==> src/rtl/pll_lock_detect.sv <==
// PLL lock detector: counts synchronized ref/fb rising edges over fixed clk_out windows
// and declares lock after LOCK_CNT consecutive matching windows. Full-scan capable.
module pll_lock_detect #(
    parameter int unsigned WIN_LOG2 = 6,
    parameter int unsigned TOL      = 1,
    parameter int unsigned LOCK_CNT = 4
) (
    input  logic clk_out,
    input  logic rst_n,
    input  logic clk_ref,
    input  logic clk_fb,
    input  logic scan_en,
    input  logic scan_in,
    output logic locked,
    output logic fb_slow,
    output logic fb_fast,
    output logic scan_out
);

    localparam int unsigned W     = WIN_LOG2;
    localparam int unsigned GCW   = 4;
    localparam int unsigned CHAIN = 6 + 3 * W + GCW + 2 + 3;

    typedef enum logic [1:0] {
        UNLOCKED = 2'd0,
        ACQUIRE  = 2'd1,
        LOCKED   = 2'd2
    } state_e;

    // Synchronizer vectors: bit0 = s1, bit1 = s2, bit2 = s3
    logic [2:0]     ref_sync_q, ref_sync_d;
    logic [2:0]     fb_sync_q, fb_sync_d;
    logic [W-1:0]   win_cnt_q, win_cnt_d;
    logic [W-1:0]   ref_edges_q, ref_edges_d;
    logic [W-1:0]   fb_edges_q, fb_edges_d;
    logic [GCW-1:0] good_cnt_q, good_cnt_d;
    state_e         state_q, state_d;
    logic           fb_slow_q, fb_slow_d;
    logic           fb_fast_q, fb_fast_d;
    logic           locked_q, locked_d;

    logic           ref_pulse, fb_pulse, win_end, good;
    logic [W-1:0]   ref_eval, fb_eval;
    int unsigned    rv, fv, diff;
    logic [CHAIN-1:0] chain_nxt;
    logic [1:0]     scan_state;

    assign ref_pulse = ref_sync_q[1] & ~ref_sync_q[2];
    assign fb_pulse  = fb_sync_q[1] & ~fb_sync_q[2];
    assign win_end   = &win_cnt_q;

    // Saturating count including this cycle's pulse; also the value evaluated at window end
    assign ref_eval = (&ref_edges_q) ? ref_edges_q : ref_edges_q + {{(W-1){1'b0}}, ref_pulse};
    assign fb_eval  = (&fb_edges_q)  ? fb_edges_q  : fb_edges_q  + {{(W-1){1'b0}}, fb_pulse};

    assign rv   = 32'(ref_eval);
    assign fv   = 32'(fb_eval);
    assign diff = (rv >= fv) ? (rv - fv) : (fv - rv);
    assign good = (rv != 0) && (fv != 0) && (diff <= TOL);

    // Next chain contents: every flop takes its predecessor, locked_q is the tail
    assign chain_nxt = {fb_fast_q, fb_slow_q, state_q, good_cnt_q, fb_edges_q,
                        ref_edges_q, win_cnt_q, fb_sync_q, ref_sync_q, scan_in};

    always_comb begin
        ref_sync_d  = ref_sync_q;
        fb_sync_d   = fb_sync_q;
        win_cnt_d   = win_cnt_q;
        ref_edges_d = ref_edges_q;
        fb_edges_d  = fb_edges_q;
        good_cnt_d  = good_cnt_q;
        state_d     = state_q;
        fb_slow_d   = fb_slow_q;
        fb_fast_d   = fb_fast_q;
        locked_d    = locked_q;
        scan_state  = 2'd0;

        if (scan_en) begin
            {locked_d, fb_fast_d, fb_slow_d, scan_state, good_cnt_d, fb_edges_d,
             ref_edges_d, win_cnt_d, fb_sync_d, ref_sync_d} = chain_nxt;
            state_d = state_e'(scan_state);
        end else begin
            ref_sync_d  = {ref_sync_q[1:0], clk_ref};
            fb_sync_d   = {fb_sync_q[1:0], clk_fb};
            win_cnt_d   = win_cnt_q + 1'b1;
            ref_edges_d = ref_eval;
            fb_edges_d  = fb_eval;

            if (win_end) begin
                ref_edges_d = '0;
                fb_edges_d  = '0;
                fb_slow_d   = rv > fv + TOL;
                fb_fast_d   = fv > rv + TOL;
            end

            case (state_q)
                UNLOCKED: begin
                    if (win_end && good) begin
                        good_cnt_d = GCW'(1);
                        state_d    = (LOCK_CNT <= 1) ? LOCKED : ACQUIRE;
                    end
                end
                ACQUIRE: begin
                    if (win_end) begin
                        if (good) begin
                            good_cnt_d = good_cnt_q + 1'b1;
                            if (32'(good_cnt_q) + 32'd1 >= LOCK_CNT) begin
                                state_d = LOCKED;
                            end
                        end else begin
                            good_cnt_d = '0;
                            state_d    = UNLOCKED;
                        end
                    end
                end
                LOCKED: begin
                    if (win_end && !good) begin
                        good_cnt_d = '0;
                        state_d    = UNLOCKED;
                    end
                end
                default: begin
                    good_cnt_d = '0;
                    state_d    = UNLOCKED;
                end
            endcase

            locked_d = (state_d == LOCKED);
        end
    end

    always_ff @(posedge clk_out or negedge rst_n) begin
        if (!rst_n) begin
            ref_sync_q  <= '0;
            fb_sync_q   <= '0;
            win_cnt_q   <= '0;
            ref_edges_q <= '0;
            fb_edges_q  <= '0;
            good_cnt_q  <= '0;
            state_q     <= UNLOCKED;
            fb_slow_q   <= 1'b0;
            fb_fast_q   <= 1'b0;
            locked_q    <= 1'b0;
        end else begin
            ref_sync_q  <= ref_sync_d;
            fb_sync_q   <= fb_sync_d;
            win_cnt_q   <= win_cnt_d;
            ref_edges_q <= ref_edges_d;
            fb_edges_q  <= fb_edges_d;
            good_cnt_q  <= good_cnt_d;
            state_q     <= state_d;
            fb_slow_q   <= fb_slow_d;
            fb_fast_q   <= fb_fast_d;
            locked_q    <= locked_d;
        end
    end

    assign locked   = locked_q;
    assign fb_slow  = fb_slow_q;
    assign fb_fast  = fb_fast_q;
    assign scan_out = locked_q;

endmodule
==> config.mk <==
export PLATFORM = sky130hd
export DESIGN_NAME = pll_lock_detect
export DESIGN_NICKNAME = d
export VERILOG_FILES = /design/src/rtl/pll_lock_detect.sv
export SDC_FILE = /design/constraint.sdc
export NUM_CORES = 1
export LEC_CHECK = 0
export ABC_AREA = 1
export ABC_CLOCK_PERIOD_IN_PS = 3200
export CORE_MARGIN = 5
export CORE_UTILIZATION = 55
export DETAILED_ROUTE_END_ITERATION = 6
export GPL_TIMING_DRIVEN = 1
export PLACE_DENSITY_LB_ADDON = 0.05
export SLEW_MARGIN = 20
export SYNTH_ARGS = -nofsm -noshare
export SYNTH_HDL_FRONTEND = slang
export SYNTH_SLANG_ARGS = --single-unit
==> constraint.sdc <==
create_clock -name clk_out -period 3.2 [get_ports clk_out]
set_input_delay 0.64 -clock clk_out [delete_from_list [all_inputs] [get_ports clk_out]]
set_output_delay 0.64 -clock clk_out [all_outputs]
set_load 0.01 [all_outputs]
# After elaboration in Yosys (flattened, before gate mapping)
# Index checks and enable logic that the tools add are counted.
dict set report op_classes {
  n_addsub 9
  n_lt_le_gt_ge 5
  n_eq_ne 6
  n_mux 29
  bitwise_logic 4
  n_reduce_logical 13
}
# operator n
set op_table {}
lappend op_table {{$reduce_bool A32 Y1} 2}
lappend op_table {{$mux W6} 7}
lappend op_table {{$le A32 B1 Y1 const B} 1}
lappend op_table {{$mux W32} 1}
lappend op_table {{$mux W4} 5}
lappend op_table {{$reduce_and A6 Y1} 3}
lappend op_table {{$add A6 B1 Y7 const B} 2}
lappend op_table {{$gt A6 B7 Y1} 2}
lappend op_table {{$mux W2} 7}
lappend op_table {{$sub A6 B6 Y7} 2}
lappend op_table {{$add A6 B1 Y6} 2}
lappend op_table {{$pmux W4 S3} 1}
lappend op_table {{$ne A3 B3 Y1 const B} 3}
lappend op_table {{$mux W1} 7}
lappend op_table {{$add A6 B1 Y6 const B} 1}
lappend op_table {{$ge A6 B6 Y1} 1}
lappend op_table {{$pmux W2 S3} 1}
lappend op_table {{$add A4 B1 Y5 const B} 1}
lappend op_table {{$ge A5 B3 Y1 const B} 1}
lappend op_table {{$add A4 B1 Y4 const B} 1}
lappend op_table {{$eq A2 B2 Y1 const B} 2}
lappend op_table {{$logic_and A1 B1 Y1} 4}
lappend op_table {{$reduce_and A3 Y1} 1}
lappend op_table {{$and A1 B1 Y1} 2}
lappend op_table {{5 further kinds} 6}
dict set report totals {
  regBits 33
  output_inout_bits 4
}

# Longest topological paths before layout
# Gate-level depths: netlist of run 1.
dict set report depth {
  word_depth 15
  ltp_mapped 24
  ltp_nobuf 24
}

# Worst setup path after synthesis of run 1
# No wires, ideal clock.
dict set report synth_path {
  kind {flip-flop to flip-flop}
  start {register fb_sync_q[2]}
  end {register good_cnt_q[0]}
  setup_ns 0.117
  arrival_ns 2.962
  required_ns 3.083
  setup_slack_ns 0.122
  path_stages_with_launch 22
  synth_period_minus_slack_ns 3.078
  cell_sequence {dfrtp_1 -> nor2_1 -> ha_1 -> nand3_1 -> xor2_1 -> nand2_1 -> inv_1 -> ha_1 -> clkbuf_1 -> inv_1 -> nor2_1 -> nand3_1 -> nor2_4 -> nor2_8 -> nand2_4 -> nand4_1 -> nand2_2 -> nand3_2 -> a21oi_4 -> nand2_2 -> nand2_1 -> nand2_1}
}
dict set report synth_via {
  elab_chain_cells 12
}
# element line_no
set synth_lines {}
lappend synth_lines {{start, declared} 32} ;# logic [2:0] fb_sync_q, fb_sync_d;
lappend synth_lines {{start signal, assigned} 146} ;# fb_sync_q <= fb_sync_d;
lappend synth_lines {{$not A1 Y1 *} 49} ;# assign fb_pulse = fb_sync_q[1] & ~fb_sync_q[2];
lappend synth_lines {{$and A1 B1 Y1 *} 49}
lappend synth_lines {{$add A6 B1 Y6 *} 54} ;# assign fb_eval = (&fb_edges_q) ? fb_edges_q : fb_edges_q + {{(W-1){1'b0}}, fb_pulse};
lappend synth_lines {{$mux W6 *} 54}
lappend synth_lines {{$sub A6 B6 Y7 / $ge A6 B6 Y1 (equally long branches)} 58} ;# assign diff = (rv >= fv) ? (rv - fv) : (fv - rv);
lappend synth_lines {{$mux W32} 58}
lappend synth_lines {{$le A32 B1 Y1} 59} ;# assign good = (rv != 0) && (fv != 0) && (diff <= TOL);
lappend synth_lines {{$logic_and A1 B1 Y1 *} 59}
lappend synth_lines {{$mux W4 / $logic_not A1 Y1 (equally long branches)} {105, 117}}
lappend synth_lines {{$mux W4 / $logic_and A1 B1 Y1 (equally long branches)} {104, 117}}
lappend synth_lines {{$pmux W4 S3 / $ne A3 B3 Y1 (equally long branches)} --}
lappend synth_lines {{$mux W4 / $reduce_and A3 Y1 (equally long branches)} --}
lappend synth_lines {{end signal, assigned} 150} ;# good_cnt_q <= good_cnt_d;
lappend synth_lines {{end, declared} 36} ;# logic [GCW-1:0] good_cnt_q, good_cnt_d;
# Mark *: on every way between the ends. The rest lies on a longest branch, timed or not. The select of a mux whose other input is x is not followed.
# A chain may end at the register's enable or synchronous reset.

# Worst setup path in the final report of run 1
dict set report layout_path {
  start {register fb_edges_q[1]}
  end {register good_cnt_q[1]}
}
dict set report layout_via {
  elab_chain_cells 10
}
# element line_no
set layout_lines {}
lappend layout_lines {{start, declared} 35} ;# logic [W-1:0] fb_edges_q, fb_edges_d;
lappend layout_lines {{start signal, assigned} 149} ;# fb_edges_q <= fb_edges_d;
lappend layout_lines {{$add A6 B1 Y6 / $reduce_and A6 Y1 (equally long branches)} 54}
lappend layout_lines {{$mux W6 *} 54}
lappend layout_lines {{$sub A6 B6 Y7 / $ge A6 B6 Y1 (equally long branches)} 58}
lappend layout_lines {{$mux W32} 58}
lappend layout_lines {{$le A32 B1 Y1} 59}
lappend layout_lines {{$logic_and A1 B1 Y1 *} 59}
lappend layout_lines {{$mux W4 / $logic_not A1 Y1 (equally long branches)} {105, 117}}
lappend layout_lines {{$mux W4 / $logic_and A1 B1 Y1 (equally long branches)} {104, 117}}
lappend layout_lines {{$pmux W4 S3 / $ne A3 B3 Y1 (equally long branches)} --}
lappend layout_lines {{$mux W4 / $reduce_and A3 Y1 (equally long branches)} --}
# Marks and branches as above.

==> flow_metrics.tcl, run 1 <==
set metrics [dict create \
    status "completed" \
    worstMarginPinSlew_ps 620 \
    critPathKind "reg2reg" \
    grt_max_degree 34 \
    critPathLaunch "fb_edges_q[1]" \
    synth_xor_xnor_area_share_pct 3.57 \
    grt-ovfl-total 0 \
    place_area_um2 3530 \
    synthAdderAreaFrac_pct 13.0 \
    synth-edff-count 0 \
    irDropWorstVdd_mv 0.582 \
    hold_path_startpoint "ref_sync_q[0]" \
    syn_avg_cell_area_um2 7.12 \
    io_buffer_count 9 \
    critical_path_arrival_ps 3220 \
    fin_crit_sh_pct 95.2 \
    worst_r2r_path_depth 21 \
    dieHeight_um 86.2 \
    cap_violations 0 \
    htree_num_levels 2 \
    finalMaxSlewViolations 0 \
    fin_ws_ps 152 \
    max_freq_mhz 328 \
    dp_slack_ps -84.6 \
    clock_latency_ps 280 \
    synthesis.instances 448 \
    dieArea_um2 7430 \
    yosys_warnings 0 \
    postSynth.asyncResetShare_pct 100 \
    first_global_vias 2841 \
    min_period_ps 3050 \
    viasPerCell 5.40 \
    reg2reg_to "good_cnt_q[1]" \
    grt_util_all_layers_pct 21.5 \
    hold_path.class "reg2reg" \
    root_buffer "clkbuf_8" \
    p_leak_nw 1.94 \
    first_pass_iters 5 \
    endpoint_kind "flop" \
    cp-endpoint "good_cnt_q[1]" \
    place.gp.congestion 0.929 \
    syn_to_final_growth_pct 22.1 \
    seq_area_frac_synth_pct 25.9 \
    ant_nets 0 \
    cts_inserted_buffers 5 \
    synth_cell_type_count 38 \
    die-width_um 86.2 \
    layout-drive-gt1-share_pct 23.7 \
    start_util_pct 57.3 \
    max_slew_margin_pct 58.6 \
    wl_per_cell_um 14.0 \
    synth_area_um2 3190 \
    drt-total-wl_um 7790 \
    path_clk_slew_ps 70 \
    drt-initial-drc-count 119 \
    synth_nets 486 \
    fin_nets 523 \
    worstPathRequired_ps 3370 \
    coreArea_um2 5570 \
    fin_area_um2 3900 \
    grt_pass1_wl_um 13200 \
    synthMuxAreaShare_pct 0 \
    cp-start-kind "flop" \
    hold_viol 0 \
    finClkSkew_ps 4.94 \
    synth-compound-area-share_pct 10.3 \
    clock-sinks 33 \
    dp_hpwl_um 6120 \
    dr_total_vias 3014 \
    cp_max_fo 5 \
    fill_cells 460 \
    yosys.area_share.simple_pct 39.2 \
    r2r_setup_slack_ps 150 \
    io_pins 10 \
    setup_viol 0 \
    antenna_found_initial 0 \
    clockBufferDepth 2 \
    synth_top_family_by_area "simple AND/OR/NAND/NOR gates" \
    holdBufCountCts 0 \
    tritoncts "done" \
    drc 0 \
    rows 27 \
    power_density_nw_per_um2 991 \
    ys_seq_elements 33 \
    synth_ff_type "dfrtp_1" \
    rr_startpoint "fb_edges_q[1]" \
    diodes 0 \
]
where the power goes:
part | leakage [nW] | switching (mW) | internal, mW
registers | 0.423 | 0.111 | 0.528
clock network | 0.0585 | 0.151 | 0.254
logic | 1.45 | 1.66 | 1.15
total | 1.94 | 1.92 | 1.94
cells in the mapped netlist (4+ instances only):
cell type  instances  share of area, %
a21oi_1           17               2.7
clkbuf_1           6              0.71
o22ai_1            6               1.2
nor2_1            43               5.1
nand2_4            7               2.5
nand3_1           40               6.3
o21ai_0           23               3.6
xor2_1            11               3.0
nand3_2            4               1.3
inv_1             51               6.0
nand2_1          119                14
nor2_4             5               1.8
nand4_1            8               1.6
dfrtp_1           33                26
ha_1              30                12
nand2_2            8               1.6
metrics by stage:
stage / TNS, ps / hold WS [ps] / utilization (%) / cells / power (mW)
5_1_grt: -299 / 365 / 69.9 / 558 / 4.24
4_1_cts: 0 / 352 / 65.8 / 554 / 3.51
3_5_place_dp: -319 / 337 / 63.3 / 546 / 3.08
2_1_floorplan: 0 / 331 / - / 448 / 2.41
6_report: 0 / 350 / 69.9 / 558 / 3.86
3_3_place_gp: -218 / 332 / 63.3 / 546 / 3.03
registers in the layout (all words and copies together), names as in the netlist:
signal	count
fb_edges_q	6
ref_edges_q	6
win_cnt_q	6
good_cnt_q	4
fb_sync_q	3
ref_sync_q	3
state_q	2
fb_fast	1
fb_slow	1
locked	1
per-layer routing:
metal / GRT usage, % / part of all wire [%]
met1: 30.8 / 47
met2: 34.1 / 46
met3: 2.76 / 4.7
met4: 5.95 / 1.6
met5: 0 / 0
critical path, stage by stage, from the launching register on:
cell,delay [ps]
dfrtp_2,420
nand2_1,110
nor2_4,160
nand2_4,90
clkinv_2,60
nor2_1,40
buf_4,150
ha_2,190
fa_2,390
nor2_2,150
inv_1,50
nand2_1,70
xor2_1,160
nand2_1,80
nor2_2,100
nand2_1,70
nand2_2,100
nand3_4,110
a21oi_4,210
nand2_2,100
nand2_1,60
nand2_1,50
cell usage in the layout, fill, tap and decap left out, types with 8 or more instances in the layout:
cell type | Yosys | final
nor2_1 | 43 | 35
a21oi_1 | 17 | 14
ha_1 | 30 | 20
nand3_1 | 40 | 37
inv_1 | 51 | 45
nand4_1 | 8 | 8
dfrtp_1 | 33 | 32
clkdlybuf4s50_1 | 0 | 9
nand2_2 | 8 | 8
o21ai_0 | 23 | 20
nor2_4 | 5 | 8
nand2_1 | 119 | 118
buf_4 | 1 | 30
xor2_1 | 11 | 10
kinds of logic (layout without fill, tap and decap cells):
| family | Yosys count | count (layout) |
|---|---|---|
| XOR/XNOR | 13 | 13 |
| AO/OA/AOI/OAI | 57 | 57 |
| buffers and inverters | 65 | 103 |
| AND/OR/NAND/NOR | 248 | 248 |
| flip-flops | 33 | 33 |
| adder cells (fa/ha/maj) | 32 | 32 |
what timing repair did:
item | 4_1_cts | 5_1_grt
resized for setup | 4 | 49
setup endpoints to repair | 7 | 8
pin swaps | 0 | 22
setup buffers | 0 | 4
how the worst min path moves through the flow:
stage                     slack [ps]            end  depth (start not counted)
after floorplan                  330   fb_sync_q[1]                          0
after global placement           330  ref_sync_q[1]                          0
after detailed placement         340  ref_sync_q[1]                          0
after CTS                        350   fb_sync_q[1]                          0
after global routing             360  ref_sync_q[1]                          0
final                            350  ref_sync_q[1]                          0
final cells by class:
type / count / area, um^2 / share of cell area (%)
multi-input cells: 350 / 2330 / 59.7
flip-flops and latches: 33 / 827 / 21.2
repair buffers: 40 / 327 / 8.38
inverters: 55 / 210 / 5.39
well taps: 72 / 90.1 / 2.31
clock buffers: 7 / 86.3 / 2.22
clock inverters: 1 / 30.0 / 0.770
No activity file was read; power rests on OpenSTA's default activity.
==> run 2, diff against run 1 <==
- ABC_CLOCK_PERIOD_IN_PS: 3200 -> 2900
- clock period: 3.2 -> 2.9 ns (I/O delays scaled with it)
==> run 2 against run 1 <==
  * The flow now finishes with violations (negative setup slack)
  * Largest power group unchanged
  * Final cell count up 7.0%
  * Fmax is 1.4% higher
  * Largest cell class unchanged
  * Register-to-register slack worse by 260 ps
  * Total power is 30% higher
  * Routed wire length rose by 16%
==> flow_metrics.tcl, run 2 (synthesis gave the netlist of run 1 again) <==
set metrics [dict create \
    status "finished with violations" \
    violations "negative setup slack" \
    clock-sinks 33 \
    cp-start-kind "flop" \
    syn_to_final_growth_pct 37.5 \
    worst_r2r_path_depth 17 \
    fin_nets 562 \
    crit_buf_inv 2 \
    antenna_found_initial 0 \
    layout-drive-gt1-share_pct 35.6 \
    hold_path_startpoint "fb_sync_q[0]" \
    first_pass_iters 6 \
    finClkSkew_ps 13.9 \
    timing.hold.ws_ps 337 \
    critPathKind "reg2reg" \
    io_pins 10 \
    fin_area_um2 4390 \
    grt_pass1_wl_um 15100 \
    holdBufCountCts 0 \
    clock_latency_ps 300 \
    dr_total_vias 3225 \
    crit_family "adder cells" \
    clockBufferDepth 2 \
    rows 27 \
    drt-initial-drc-count 142 \
    worstPathRequired_ps 3070 \
    drc 0 \
    min_path_cells 0 \
    die-width_um 86.2 \
    crit_path_cell_trace "nor2_1 > ha_2 > ha_4 > nor2_4 > inv_4 > buf_6 > ha_4 > xor2_1 > ha_1 > a21oi_2 > o21ai_1 > a21oi_1 > o21ai_1 > o31ai_1 > nand2_1 > o211ai_1 > o21bai_1" \
    rr_startpoint "ref_sync_q[2]" \
    power_density_nw_per_um2 1140 \
    tritoncts "done" \
    cp_max_fo 3 \
    setup_viol 8 \
    worst_path_largest_cell_delay_ps 380 \
    worstMarginPinSlew_ps 574 \
    endpoint_kind "flop" \
    dieArea_um2 7430 \
    drt-total-wl_um 9030 \
    diodes 0 \
    min_period_ps 3010 \
    dp_hpwl_um 6290 \
    mostFrequentLayoutCell "nand2_1" \
    layout_common_cells "nand2_1 (104), buf_4 (66), inv_1 (46), nand3_1 (32), dfrtp_1 (32)" \
    cap_violations 0 \
    start_util_pct 57.3 \
    root_buffer "clkbuf_8" \
    first_global_vias 3250 \
    rsz0062_at_grt "yes" \
    p_leak_nw 2.17 \
    htree_num_levels 2 \
    wl_per_cell_um 15.1 \
    grt_max_degree 34 \
    max_slew_margin_pct 61.7 \
    finalMaxSlewViolations 0 \
    hold_viol 0 \
    fin_crit_sh_pct 104 \
    max_freq_mhz 333 \
    r2r_setup_slack_ps -110 \
    largestRegisters "fb_edges_q: 6 flops, ref_edges_q: 6 flops, win_cnt_q: 6 flops" \
    seqCellArea_um2 827 \
    hold_path.class "reg2reg" \
    coreArea_um2 5570 \
    fill_cells 379 \
    dieHeight_um 86.2 \
    multiInputGateArea_um2 2520 \
    min_to "fb_sync_q[1]" \
    critical_path.slowest_cell "dfrtp_1" \
    fin_ws_ps -107 \
    cts_inserted_buffers 5 \
    critical_path_arrival_ps 3170 \
    ant_nets 0 \
    reg2reg_to "fb_fast" \
    viasPerCell 5.40 \
    grt-ovfl-total 0 \
    path_clk_slew_ps 80 \
    io_buffer_count 9 \
    place.gp.congestion 0.946 \
    place_area_um2 3820 \
    irDropWorstVdd_mv 0.766 \
    grt_util_all_layers_pct 25.1 \
]
==> run 2: cell count changes in the layout (fill, tap and decap cells not counted), moves of 4 or more <==
cell     delta
nand3_2     +4
nor2_1      -6
nor2_4      +6
nand3_1     -5
nand2_2    +14
nand2_1    -14
buf_4      +36
==> run 2: routing by layer <==
metal / part of all wire (%) / routed length [um] / global-route usage, %
met5: 0 / 0 / 0
met4: 2.2 / 201 / 8.36
met3: 4.6 / 419 / 3.52
met2: 49 / 4420 / 42.3
met1: 44 / 3990 / 33.0
==> run 2: how the worst max path moves through the flow <==
stage	startpoint	endpoint	slack [ps]	depth (start not counted)
floorplan	ref_sync_q[2]	good_cnt_q[0]	2	21
global placement	ref_sync_q[1]	locked	-130	23
detailed placement	ref_sync_q[1]	locked	-160	23
CTS	ref_sync_q[1]	good_cnt_q[0]	-3	20
global route	ref_sync_q[2]	good_cnt_q[2]	-340	23
finish	ref_sync_q[2]	fb_fast	-110	17
==> run 2: what timing repair did <==
action | CTS | global route
hold endpoints to repair | 0 | 0
setup buffers | 7 | 3
setup endpoints to repair | 8 | 9
pin swaps | 29 | 50
resized for setup | 45 | 42
cloned | 1 | 0
==> run 2: layout make-up <==
| class | instances | area share (%) |
|---|---|---|
| Timing Repair Buffer | 78 | 14.1 |
| Sequential cell | 33 | 18.8 |
| Multi-Input combinational cell | 351 | 57.4 |
| Tap cell | 72 | 2.05 |
| Inverter | 55 | 4.87 |
| Clock inverter | 2 | 0.855 |
| Clock buffer | 6 | 1.88 |
==> run 2: per-stage QoR <==
| step | worst slack, ps | power [mW] | std cells | utilization [%] | setup TNS (ps) |
|---|---|---|---|---|---|
| 5_1_grt | -342 | 5.47 | 597 | 78.7 | -2350 |
| 4_1_cts | -3.00 | 4.56 | 594 | 75.3 | -4.89 |
| 2_1_floorplan | 1.65 | 2.76 | 448 | - | 0 |
| 6_report | -107 | 5.02 | 597 | 78.7 | -581 |
| 3_3_place_gp | -127 | 3.72 | 579 | 68.6 | -851 |
| 3_5_place_dp | -155 | 3.76 | 579 | 68.6 | -1040 |
==> run 2: report_power, final <==
| group | leakage, nW | total [mW] | internal, mW | switching, mW |
|---|---|---|---|---|
| combinational | 1.69 | 3.86 | 1.68 | 2.18 |
| clock | 0.0574 | 0.462 | 0.280 | 0.183 |
| sequential | 0.423 | 0.697 | 0.583 | 0.115 |
| total | 2.17 | 5.02 | 2.54 | 2.48 |
